===== config.mk =====
export PLATFORM = sky130hd
export DESIGN_NAME = multi_toggle_gen
export DESIGN_NICKNAME = d
export VERILOG_FILES = /design/src/rtl/multi_toggle_gen_pkg.sv /design/src/rtl/toggle_channel.sv /design/src/rtl/multi_toggle_gen.sv
export SDC_FILE = /design/constraint.sdc
export NUM_CORES = 1
export LEC_CHECK = 0
export ABC_AREA = 1
export ABC_CLOCK_PERIOD_IN_PS = 2600
export BUFFER_PORTS_ARGS = -buffer_cell sky130_fd_sc_hd__buf_4
export CAP_MARGIN = 10
export CORE_AREA = 2 2 114 116
export CTS_BUF_LIST = sky130_fd_sc_hd__clkbuf_16
export CTS_CLUSTER_SIZE = 25
export DETAILED_ROUTE_END_ITERATION = 10
export DIE_AREA = 0 0 116 118
export PLACE_DENSITY = 0.38
export SLEW_MARGIN = 5
export SYNTH_ARGS = -nofsm -noshare
export SYNTH_HDL_FRONTEND = slang
export SYNTH_SLANG_ARGS = --single-unit

===== constraint.sdc =====
create_clock -name clk -period 2.6 [get_ports clk]
set_clock_uncertainty 0.15 [all_clocks]
set_input_delay 0.26 -clock clk [delete_from_list [all_inputs] [get_ports clk]]
set_output_delay 0.26 -clock clk [all_outputs]
set_load 0.05 [all_outputs]

===== src/rtl/multi_toggle_gen_pkg.sv =====
// Shared types and defaults for the multi-channel toggle generator.
package multi_toggle_gen_pkg;

    typedef enum logic {
        StIdle = 1'b0,
        StRun  = 1'b1
    } ch_state_e;

    localparam int unsigned DefNumCh = 2;
    localparam int unsigned DefCntW  = 8;
    localparam int unsigned DefHalf  = 5;

    // Channel index width, at least one bit even for a single channel.
    function automatic int unsigned idx_width(input int unsigned n);
        return (n > 1) ? $clog2(n) : 1;
    endfunction

endpackage


===== src/rtl/toggle_channel.sv =====
// One toggle channel: half-period config register, counter, output and tick.
module toggle_channel
    import multi_toggle_gen_pkg::*;
#(
    parameter int unsigned CNT_W        = DefCntW,
    parameter int unsigned DEFAULT_HALF = DefHalf
) (
    input  logic             clk,
    input  logic             rst_n,
    input  logic             cfg_we,
    input  logic [CNT_W-1:0] cfg_half,
    input  logic             en,
    input  logic             sync_start,
    output logic             tog_out,
    output logic             tick
);

    ch_state_e        state_q, state_d;
    logic [CNT_W-1:0] cfg_q, cfg_d;
    logic [CNT_W-1:0] active_q, active_d;
    logic [CNT_W-1:0] cnt_q, cnt_d;
    logic             out_q, out_d;
    logic             tick_q, tick_d;

    always_comb begin
        cfg_d    = cfg_we ? cfg_half : cfg_q;
        state_d  = state_q;
        active_d = active_q;
        cnt_d    = cnt_q;
        out_d    = out_q;
        tick_d   = 1'b0;

        if (!en) begin
            state_d = StIdle;
            out_d   = 1'b0;
            cnt_d   = '0;
        end else if (sync_start || (state_q == StIdle)) begin
            state_d  = StRun;
            cnt_d    = '0;
            out_d    = 1'b0;
            active_d = cfg_q;
        end else if (active_q == '0) begin
            // Zero half-period holds the level and keeps polling the config.
            active_d = cfg_q;
        end else if (cnt_q == active_q - CNT_W'(1)) begin
            cnt_d    = '0;
            out_d    = ~out_q;
            tick_d   = 1'b1;
            active_d = cfg_q;
        end else begin
            cnt_d = cnt_q + CNT_W'(1);
        end
    end

    always_ff @(posedge clk or negedge rst_n) begin
        if (!rst_n) begin
            state_q  <= StIdle;
            cfg_q    <= CNT_W'(DEFAULT_HALF);
            active_q <= '0;
            cnt_q    <= '0;
            out_q    <= 1'b0;
            tick_q   <= 1'b0;
        end else begin
            state_q  <= state_d;
            cfg_q    <= cfg_d;
            active_q <= active_d;
            cnt_q    <= cnt_d;
            out_q    <= out_d;
            tick_q   <= tick_d;
        end
    end

    assign tog_out = out_q;
    assign tick    = tick_q;

endmodule


===== src/rtl/multi_toggle_gen.sv =====
// Multi-channel programmable toggle generator: config decode and sync fan-out.
module multi_toggle_gen
    import multi_toggle_gen_pkg::*;
#(
    parameter int unsigned NUM_CH       = DefNumCh,
    parameter int unsigned CNT_W        = DefCntW,
    parameter int unsigned DEFAULT_HALF = DefHalf
) (
    input  logic                         clk,
    input  logic                         rst_n,
    input  logic                         cfg_we,
    input  logic [idx_width(NUM_CH)-1:0] cfg_ch,
    input  logic [CNT_W-1:0]             cfg_half,
    input  logic [NUM_CH-1:0]            en,
    input  logic                         sync_start,
    output logic [NUM_CH-1:0]            tog_out,
    output logic [NUM_CH-1:0]            tick
);

    localparam int unsigned ChW = idx_width(NUM_CH);

    for (genvar i = 0; i < NUM_CH; i++) begin : g_ch
        logic ch_we;

        // Indices past NUM_CH never match, so such writes are dropped.
        assign ch_we = cfg_we && (cfg_ch == ChW'(i));

        toggle_channel #(
            .CNT_W        (CNT_W),
            .DEFAULT_HALF (DEFAULT_HALF)
        ) u_ch (
            .clk        (clk),
            .rst_n      (rst_n),
            .cfg_we     (ch_we),
            .cfg_half   (cfg_half),
            .en         (en[i]),
            .sync_start (sync_start),
            .tog_out    (tog_out[i]),
            .tick       (tick[i])
        );
    end

endmodule


# [Word level (Yosys, flattened, before mapping)]
# Cells that the tools add are included.
[word_totals] in_bits=15 elab_cells=75 out_inout_bits=4 register_bits=54
[op_classes] reduce_logical=12 n_mux=34 n_addsub=4 eq_ne=8 bitwise_logic=5
[op_table] op="two-way mux 8 bit" n=14
[op_table] op="two-way mux 1 bit" n=20
[op_table] op="adder 8 x 1 -> 8 bit, second input constant" n=2
[op_table] op="== test 8 bit" n=2
[op_table] op="logical NOT 8 bit" n=2
[op_table] op="subtractor 8 x 1 -> 8 bit, second input constant" n=2
[op_table] op="AND reduction 2 bit" n=4
[op_table] op="inequality test 3 x 1 -> 1 bit, second input constant" n=2
[op_table] op="inequality test 3 x 2 -> 1 bit, second input constant" n=2
[op_table] op="nonzero test 3 bit" n=2
[op_table] op="NOT 1 bit" n=5
[op_table] op="inequality test 2 x 1 -> 1 bit, second input constant" n=2
[op_table] op="logical AND 1 bit" n=2
[op_table] op="logical OR 1 bit" n=2

# [Longest topological paths before layout]
# Gate-level depths: netlist (run 1).
[logic_depth] word_depth=6 depth_mapped=15 depth_no_buf=15

# [Modules after synthesis]
# A second synthesis (run 1) with hierarchy kept.
[unflattened] hier_cells=400 area_unflattened_um2=3180.6
[by_module_without_submodules] module="toggle_channel" area_each_um2=1581.5 cells_each=198 n_inst=2 seq_area_each_um2=678.2
[by_module_without_submodules] module="multi_toggle_gen" area_each_um2=17.5 cells_each=4 n_inst=1 seq_area_each_um2=0.0

# [Worst setup path before layout (run 1)]
# Ideal clock, no wire load.
[synth_timing] kind="register -> register" from="register g_ch[0].u_ch.active_q[0]" to="register g_ch[0].u_ch.active_q[2]" t_arrival_ns=1.599 setup_slack_ns=0.734 path_stages_with_launch=14 required_time_ns=2.333 setup_ns=0.117 path_buffers=0 period_less_slack_ns=1.866 path_cell_list="dfrtp_1 -> inv_2 -> ha_1 -> inv_1 -> nand2_1 -> nand2_1 -> nor2_1 -> nand3_1 -> nor2_1 -> nand2_1 -> o21ai_4 -> nand2_4 -> nand2_1 -> nand2_1"
[synth_via] elab_chain_len=4 word_cells_on_any_way=7 cone_classes="add/sub (1); eq/ne (1); mux (2); reduce/logical (3)"
[synth_lines] item="start, declared" line="toggle_channel.sv:20" text="logic [CNT_W-1:0] active_q, active_d;"
[synth_lines] item="start signal, assigned" line="toggle_channel.sv:66" text="active_q <= active_d;"
[synth_lines] item="subtractor 8 x 1 -> 8 bit" line="toggle_channel.sv:45" text="end else if (cnt_q == active_q - CNT_W'(1)) begin"
[synth_lines] item="== test 8 bit" line="toggle_channel.sv:45"
[synth_lines] item="nonzero test 3 bit (no source line)"
[synth_lines] item="AND reduction 2 bit (no source line)"
# Several ways; a longest one is shown, not always the timed one.
# A chain may end at the register's enable or synchronous reset.

# [Worst setup path in the final report (run 1)]
[layout_timing] from="register g_ch[0].u_ch.active_q[0]" to="register g_ch[0].u_ch.cnt_q[0]"
[layout_via] elab_chain_len=6 word_cells_on_any_way=8 cone_classes="add/sub (1); eq/ne (2); mux (4); reduce/logical (1)"
[layout_lines] item="subtractor 8 x 1 -> 8 bit" line="toggle_channel.sv:45"
[layout_lines] item="== test 8 bit" line="toggle_channel.sv:45"
[layout_lines] item="two-way mux 8 bit" line="toggle_channel.sv:45"
[layout_lines] item="two-way mux 8 bit" line="toggle_channel.sv:42" text="end else if (active_q == '0) begin"
[layout_lines] item="two-way mux 8 bit" line="toggle_channel.sv:37" text="end else if (sync_start || (state_q == StIdle)) begin"
[layout_lines] item="two-way mux 8 bit" line="toggle_channel.sv:33" text="if (!en) begin"
[layout_lines] item="end signal, assigned" line="toggle_channel.sv:67" text="cnt_q <= cnt_d;"
[layout_lines] item="end, declared" line="toggle_channel.sv:21" text="logic [CNT_W-1:0] cnt_q, cnt_d;"
# Several ways; a longest one is shown, not always the timed one. The select of a mux whose other input is x is not followed.

==> flow_metrics.env, run 1 <==
export IMPL_status="finished clean"
export IMPL_syn2layout_area_growth_pct=14.8
export IMPL_synthCells=409
export IMPL_ys_warn_count=0
export IMPL_power_total_mw=2.22
export IMPL_min_period_ns=2.20
export IMPL_synth_top_area_frac=0.413
export IMPL_ys_types=29
export IMPL_numPortBuffers=18
export IMPL_timing_hold_ws_ns=0.0360
export IMPL_place_ws_ns=0.342
export IMPL_synth_common_cells="136 x nand2_1, 53 x inv_1, 50 x dfrtp_1, 44 x nor2_1, 35 x nand3_1"
export IMPL_gp_congestion=0.791
export IMPL_p_per_area_nw_per_um2=640
export IMPL_gr_total_overflow=0
export IMPL_synth_most_common_cell="nand2_1"
export IMPL_syn_num_nets=430
export IMPL_die_w_um=116
export IMPL_clkSinkCount=54
export IMPL_final_nets=445
export IMPL_power_frac_seq=0.458
export IMPL_drtIter0Drc=108
export IMPL_clockRootBuffer="clkbuf_16"
export IMPL_antenna_left=0
export IMPL_synth_area_sq_um=3030
export IMPL_rsz0062_at_grt="no"
export IMPL_clkPwrFrac=0.309
export IMPL_tightest_slew_ns=0.730
export IMPL_worstPathArrival_ns=2.21
export IMPL_die_h_um=118
export IMPL_yosysTopAreaCell="dfrtp_1"
export IMPL_seq_area_frac_synth=0.448
export IMPL_row_count=41
export IMPL_place_area_sq_um=3320
export IMPL_dp_cells=588
export IMPL_critPathMaxFanout=5
export IMPL_tns_ns=0
export IMPL_crit_type="reg -> reg"
export IMPL_synth_avg_cell_area_sq_um=7.40
export IMPL_period_share=0.847
export IMPL_drv_cap=0
export IMPL_cts_tree="built"
export IMPL_final_cells=597
export IMPL_wirelength_um=6770
export IMPL_antenna_cells=0
export IMPL_cts_buffers=5
export IMPL_grt_usage=0.110
export IMPL_p_int_mw=1.48
export IMPL_antenna_found_initial=0
export IMPL_wl_per_cell_um=11.3
export IMPL_io_pins=19
export IMPL_drive_gt1_frac=0.104
export IMPL_hpwlAfterDp_um=5190
export IMPL_fmax_ghz=0.454
export IMPL_endpoint_kind="register"
export IMPL_worstSetupStartpointType="register"
export IMPL_relSlewSlack=0.513
export IMPL_hold_violations=0
export IMPL_fin_ws_ns=0.397
export IMPL_htree_levels=2
export IMPL_vias=2401
export IMPL_die_area_sq_um=13700
export IMPL_grt_pass1_wl_um=11900
export IMPL_post_route_util=0.280
export IMPL_synth_seq_cells=54
export IMPL_cts_buffer_depth=2
export IMPL_core_sq_um=12400
export IMPL_start_util=0.244
export IMPL_drt_pass1_iter_count=4
export IMPL_swShare=0.333
export IMPL_peakVddDrop_mv=0.247
export IMPL_synth_area_leaders="dfrtp_1 41%, nand2_1 17%, inv_1 6.6%"
export IMPL_combPwrFrac=0.233
export IMPL_required_ns=2.61
export IMPL_drcViolationCount=0
export IMPL_async_flop_share=1.00
export IMPL_grt_max_degree=55
export IMPL_cts_reportedPaths_clkPinSlew_ns=0.08
export IMPL_leakagePower_nw=1.77
export IMPL_routed_via_density=4.02
export IMPL_synth_enable_flop_cells=0
export IMPL_drv_slew=0
export IMPL_setup_viol=0
export IMPL_ys_flop_type="dfrtp_1"
export IMPL_clk_latency_ns=0.30
export IMPL_grt_pass1_vias=2401
export IMPL_postLayoutCellArea_sq_um=3470
export IMPL_min_path_type="in -> reg"
export IMPL_switching_power_uw=740
==> cells by family after synthesis <==
family / count (synthesis) / share of synthesized area
buffers and inverters: 68 / 0.0901
xor gates and xnor gates: 19 / 0.0550
DFF: 54 / 0.448
AOI/OAI and AO/OA: 28 / 0.0554
and+or+nand+nor: 233 / 0.323
muxes: 1 / 0.00331
adders and majority gates: 6 / 0.0248
==> registers in the layout, summed over array words and instances (netlist names) <==
name,cells
g_ch.u_ch.tog_out,2
g_ch.u_ch.state_q,2
g_ch.u_ch.tick,2
g_ch.u_ch.cfg_q,16
g_ch.u_ch.cnt_q,16
g_ch.u_ch.active_q,16
==> final timing paths <==
path / endpoint / startpoint / slack, ns / depth (start not counted)
min: g_ch[0].u_ch.state_q$_DFFE_PN0P_ / en[0] / 0.04 / 1
min in group asynchronous: g_ch[0].u_ch.active_q[2]$_DFFE_PN0P_ / rst_n / 0.41 / 2
max reg2reg: g_ch[0].u_ch.cnt_q[0]$_DFFE_PN0P_ / g_ch[0].u_ch.active_q[0]$_DFFE_PN0P_ / 0.40 / 11
max in group asynchronous: g_ch[1].u_ch.cnt_q[3]$_DFFE_PN0P_ / rst_n / 1.40 / 2
max: g_ch[0].u_ch.cnt_q[0]$_DFFE_PN0P_ / g_ch[0].u_ch.active_q[0]$_DFFE_PN0P_ / 0.40 / 11
min reg2reg: g_ch[1].u_ch.cfg_q[6]$_DFFE_PN0P_ / g_ch[1].u_ch.cfg_q[6]$_DFFE_PN0P_ / 0.34 / 2
==> area by class of cell <==
| class | instances | area, sq um |
|---|---|---|
| clock buffer | 5 | 125 |
| clock inverter | 3 | 21.3 |
| fill | 1420 | 8940 |
| inverter | 57 | 214 |
| multi-input combinational | 287 | 1400 |
| sequential | 54 | 1360 |
| tap | 172 | 215 |
| timing repair buffer | 19 | 145 |
==> per-layer routing <==
layer	vias up	wire length, um	GRT usage
li1	1281	-	-
met1	1080	3560	0.158
met2	33	2900	0.165
met3	7	197	0.0221
met4	0	112	0.0379
met5	-	0	0
==> power by group through the flow <==
stage | clock network (mW) | logic, mW | registers (mW)
after global placement | 0 | 0.527 | 1.04
after floorplan | 0 | 0.409 | 1.01
final | 0.688 | 0.518 | 1.02
after CTS | 0.721 | 0.533 | 1.02
after global routing | 0.751 | 0.617 | 1.04
after detailed placement | 0 | 0.530 | 1.04
==> worst max-delay path, cell delays in order, from the launching register on <==
cell	delay, ns
dfrtp_1	0.41
inv_2	0.08
ha_1	0.30
inv_1	0.04
nand2_1	0.04
nand2_1	0.05
nor2_1	0.11
nand3_1	0.08
nor2_1	0.11
nand2_1	0.12
o21ai_0	0.42
a21oi_1	0.14
==> what timing repair did <==
action / CTS / global route
endpoints found under the hold margin: 50 / 0
resized for setup: 0 / 0
hold buffers: 1 / 0
setup buffers: 0 / 0
==> cells in the final DEF (no fill, tap or decap), drive strengths merged <==
cell type	netlist	layout
nand3b	1	1
nor3b	1	1
dlygate4sd3	0	1
xor2	13	13
dfstp	4	4
o22ai	2	2
nand3	37	37
xnor2	6	6
ha	6	6
o21bai	1	1
dfrtp	50	50
nand2	141	141
a21oi	2	2
o21ai	23	23
mux2i	1	1
clkbuf	6	5
inv	57	59
nor3	4	4
clkinv	0	1
nor2	46	46
nand4	3	3
buf	5	18
(Power assumes the default switching activity.)
==> inputs of run 2 (changes only) <==
--- a/config.mk
+++ b/config.mk
@@ -6,7 +6,7 @@
 export NUM_CORES = 1
 export LEC_CHECK = 0
 export ABC_AREA = 1
-export ABC_CLOCK_PERIOD_IN_PS = 2600
+export ABC_CLOCK_PERIOD_IN_PS = 2140
 export BUFFER_PORTS_ARGS = -buffer_cell sky130_fd_sc_hd__buf_4
 export CAP_MARGIN = 10
 export CORE_AREA = 2 2 114 116
==> constraint.sdc (replaced) <==
create_clock -name clk -period 2.14 [get_ports clk]
set_clock_uncertainty 0.15 [all_clocks]
set_input_delay 0.214 -clock clk [delete_from_list [all_inputs] [get_ports clk]]
set_output_delay 0.214 -clock clk [all_outputs]
set_load 0.05 [all_outputs]
==> flow_metrics.env, run 2 (synthesized netlist as in run 1, its figures left out) <==
export IMPL_wirelength_um=6970
export IMPL_clkSinkCount=54
export IMPL_io_pins=19
export IMPL_core_sq_um=12400
export IMPL_p_per_area_nw_per_um2=791
export IMPL_status="finished clean"
export IMPL_fmax_ghz=0.498
export IMPL_antenna_found_initial=0
export IMPL_relSlewSlack=0.533
export IMPL_die_area_sq_um=13700
export IMPL_drtIter0Drc=110
export IMPL_start_util=0.244
export IMPL_peakVddDrop_mv=0.313
export IMPL_die_h_um=118
export IMPL_grt_pass1_vias=2374
export IMPL_setup_viol=0
export IMPL_grt_usage=0.112
export IMPL_critPathMaxFanout=8
export IMPL_grt_busiest_layer="met2"
export IMPL_reg_top3="g_ch.u_ch.active_q x16, g_ch.u_ch.cfg_q x16, g_ch.u_ch.cnt_q x16"
export IMPL_min_period_ns=2.01
export IMPL_required_ns=2.18
export IMPL_worstSetupStartpointType="register"
export IMPL_use_met3=0.0221
export IMPL_place_area_sq_um=3410
export IMPL_drcViolationCount=0
export IMPL_drv_cap=0
export IMPL_final_nets=461
export IMPL_htree_levels=2
export IMPL_gp_congestion=0.760
export IMPL_leakagePower_nw=1.88
export IMPL_antenna_left=0
export IMPL_cts_buffers=5
export IMPL_drv_slew=0
export IMPL_drt_pass1_iter_count=4
export IMPL_cts_tree="built"
export IMPL_met2_usage=0.166
export IMPL_clockRootBuffer="clkbuf_16"
export IMPL_postLayoutCellArea_sq_um=3740
export IMPL_clk_latency_ns=0.30
export IMPL_antenna_cells=0
export IMPL_routed_via_density=4.04
export IMPL_place_ws_ns=-0.0122
export IMPL_hpwlAfterDp_um=5220
export IMPL_vias=2478
export IMPL_cts_buffer_depth=2
export IMPL_crit_type="reg -> reg"
export IMPL_final_common_cell="nand2_1"
export IMPL_syn2layout_area_growth_pct=23.6
export IMPL_use_met1=0.160
export IMPL_row_count=41
export IMPL_gr_total_overflow=0
export IMPL_worstPathArrival_ns=2.05
export IMPL_die_w_um=116
export IMPL_drive_gt1_frac=0.181
export IMPL_grt_pass1_wl_um=12200
export IMPL_wl_per_cell_um=11.4
export IMPL_rsz0062_at_grt="yes"
export IMPL_tightest_slew_ns=0.701
export IMPL_mostFrequentLayoutCells="123 x nand2_1, 51 x inv_1, 50 x dfrtp_1"
export IMPL_grt_max_degree=55
export IMPL_period_share=0.939
export IMPL_timing_hold_ws_ns=0.0206
export IMPL_fin_ws_ns=0.131
export IMPL_cts_reportedPaths_clkPinSlew_ns=0.08
export IMPL_min_path_type="in -> reg"
export IMPL_endpoint_kind="register"
export IMPL_hold_violations=0
export IMPL_numPortBuffers=18
run 2: cell types whose count changed in the layout (fill, tap and decap cells not counted), moves of 3 or more:
cell	change
nand2_1	-13
buf_4	+12
nand2_2	+9
inv_1	-3
nand2_4	+3
run 2: final cells by class:
| type | count | area, sq um |
|---|---|---|
| fillers | 1384 | 8670 |
| multi-input cells | 287 | 1490 |
| clock buffers | 5 | 125 |
| inverters | 57 | 214 |
| well taps | 172 | 215 |
| clock inverters | 3 | 47.5 |
| repair buffers | 35 | 295 |
| flip-flops and latches | 54 | 1360 |
run 2: worst max-delay path, stage by stage (launching register included):
cell	delay, ns
dfrtp_1	0.40
inv_2	0.07
ha_4	0.27
inv_2	0.03
nand2_2	0.04
nand2_2	0.05
nor2_2	0.09
nand3_2	0.09
nor2_2	0.13
nand2_2	0.08
o21ai_4	0.15
buf_12	0.15
nand2_8	0.08
nand2_4	0.08
nand2_2	0.04
run 2: final timing paths:
check | startpoint | end | slack [ns] | depth (start not counted)
worst min register to register | g_ch[1].u_ch.cfg_q[5]$_DFFE_PN0P_ | g_ch[1].u_ch.cfg_q[5]$_DFFE_PN0P_ | 0.34 | 2
min in group asynchronous | rst_n | g_ch[0].u_ch.cnt_q[1]$_DFFE_PN0P_ | 0.36 | 2
worst max-delay path | g_ch[0].u_ch.active_q[1]$_DFFE_PN0P_ | g_ch[0].u_ch.active_q[1]$_DFFE_PN0P_ | 0.13 | 14
worst max register to register | g_ch[0].u_ch.active_q[1]$_DFFE_PN0P_ | g_ch[0].u_ch.active_q[1]$_DFFE_PN0P_ | 0.13 | 14
max in group asynchronous | rst_n | g_ch[0].u_ch.tog_out$_DFFE_PN0P_ | 1.03 | 2
worst min-delay path | cfg_half[2] | g_ch[1].u_ch.cfg_q[2]$_DFFE_PN1P_ | 0.02 | 3
run 2: per-layer routing:
layer | up-vias | share of wire
met1 | 1113 | 0.51
met2 | 35 | 0.44
met5 | - | 0
li1 | 1321 | -
met3 | 9 | 0.028
met4 | 0 | 0.021
run 2: repair_timing:
item	CTS	global route
endpoints found under the setup margin	8	30
setup buffers	1	3
hold endpoints to repair	52	0
pin swaps	1	10
cloned	0	0
resized for setup	0	28
hold buffers	3	0
run 2: power by group:
group	total (mW)	internal, mW	switching, mW	leakage (nW)
clock	0.961	0.559	0.401	0.0844
sequential	1.24	1.13	0.109	0.695
combinational	0.759	0.312	0.447	1.10
total	2.96	2.00	0.957	1.88
run 2: stage by stage:
step / cells / power (mW) / TNS (ns) / util
final: 613 / 2.96 / 0 / 0.301
after global routing: 613 / 3.21 / -0.108 / 0.301
after CTS: 610 / 2.94 / 0 / 0.292
after detailed placement: 598 / 1.95 / -0.0126 / 0.274
after global placement: 598 / 1.94 / 0 / 0.274
after floorplan: 409 / 1.72 / 0 / -
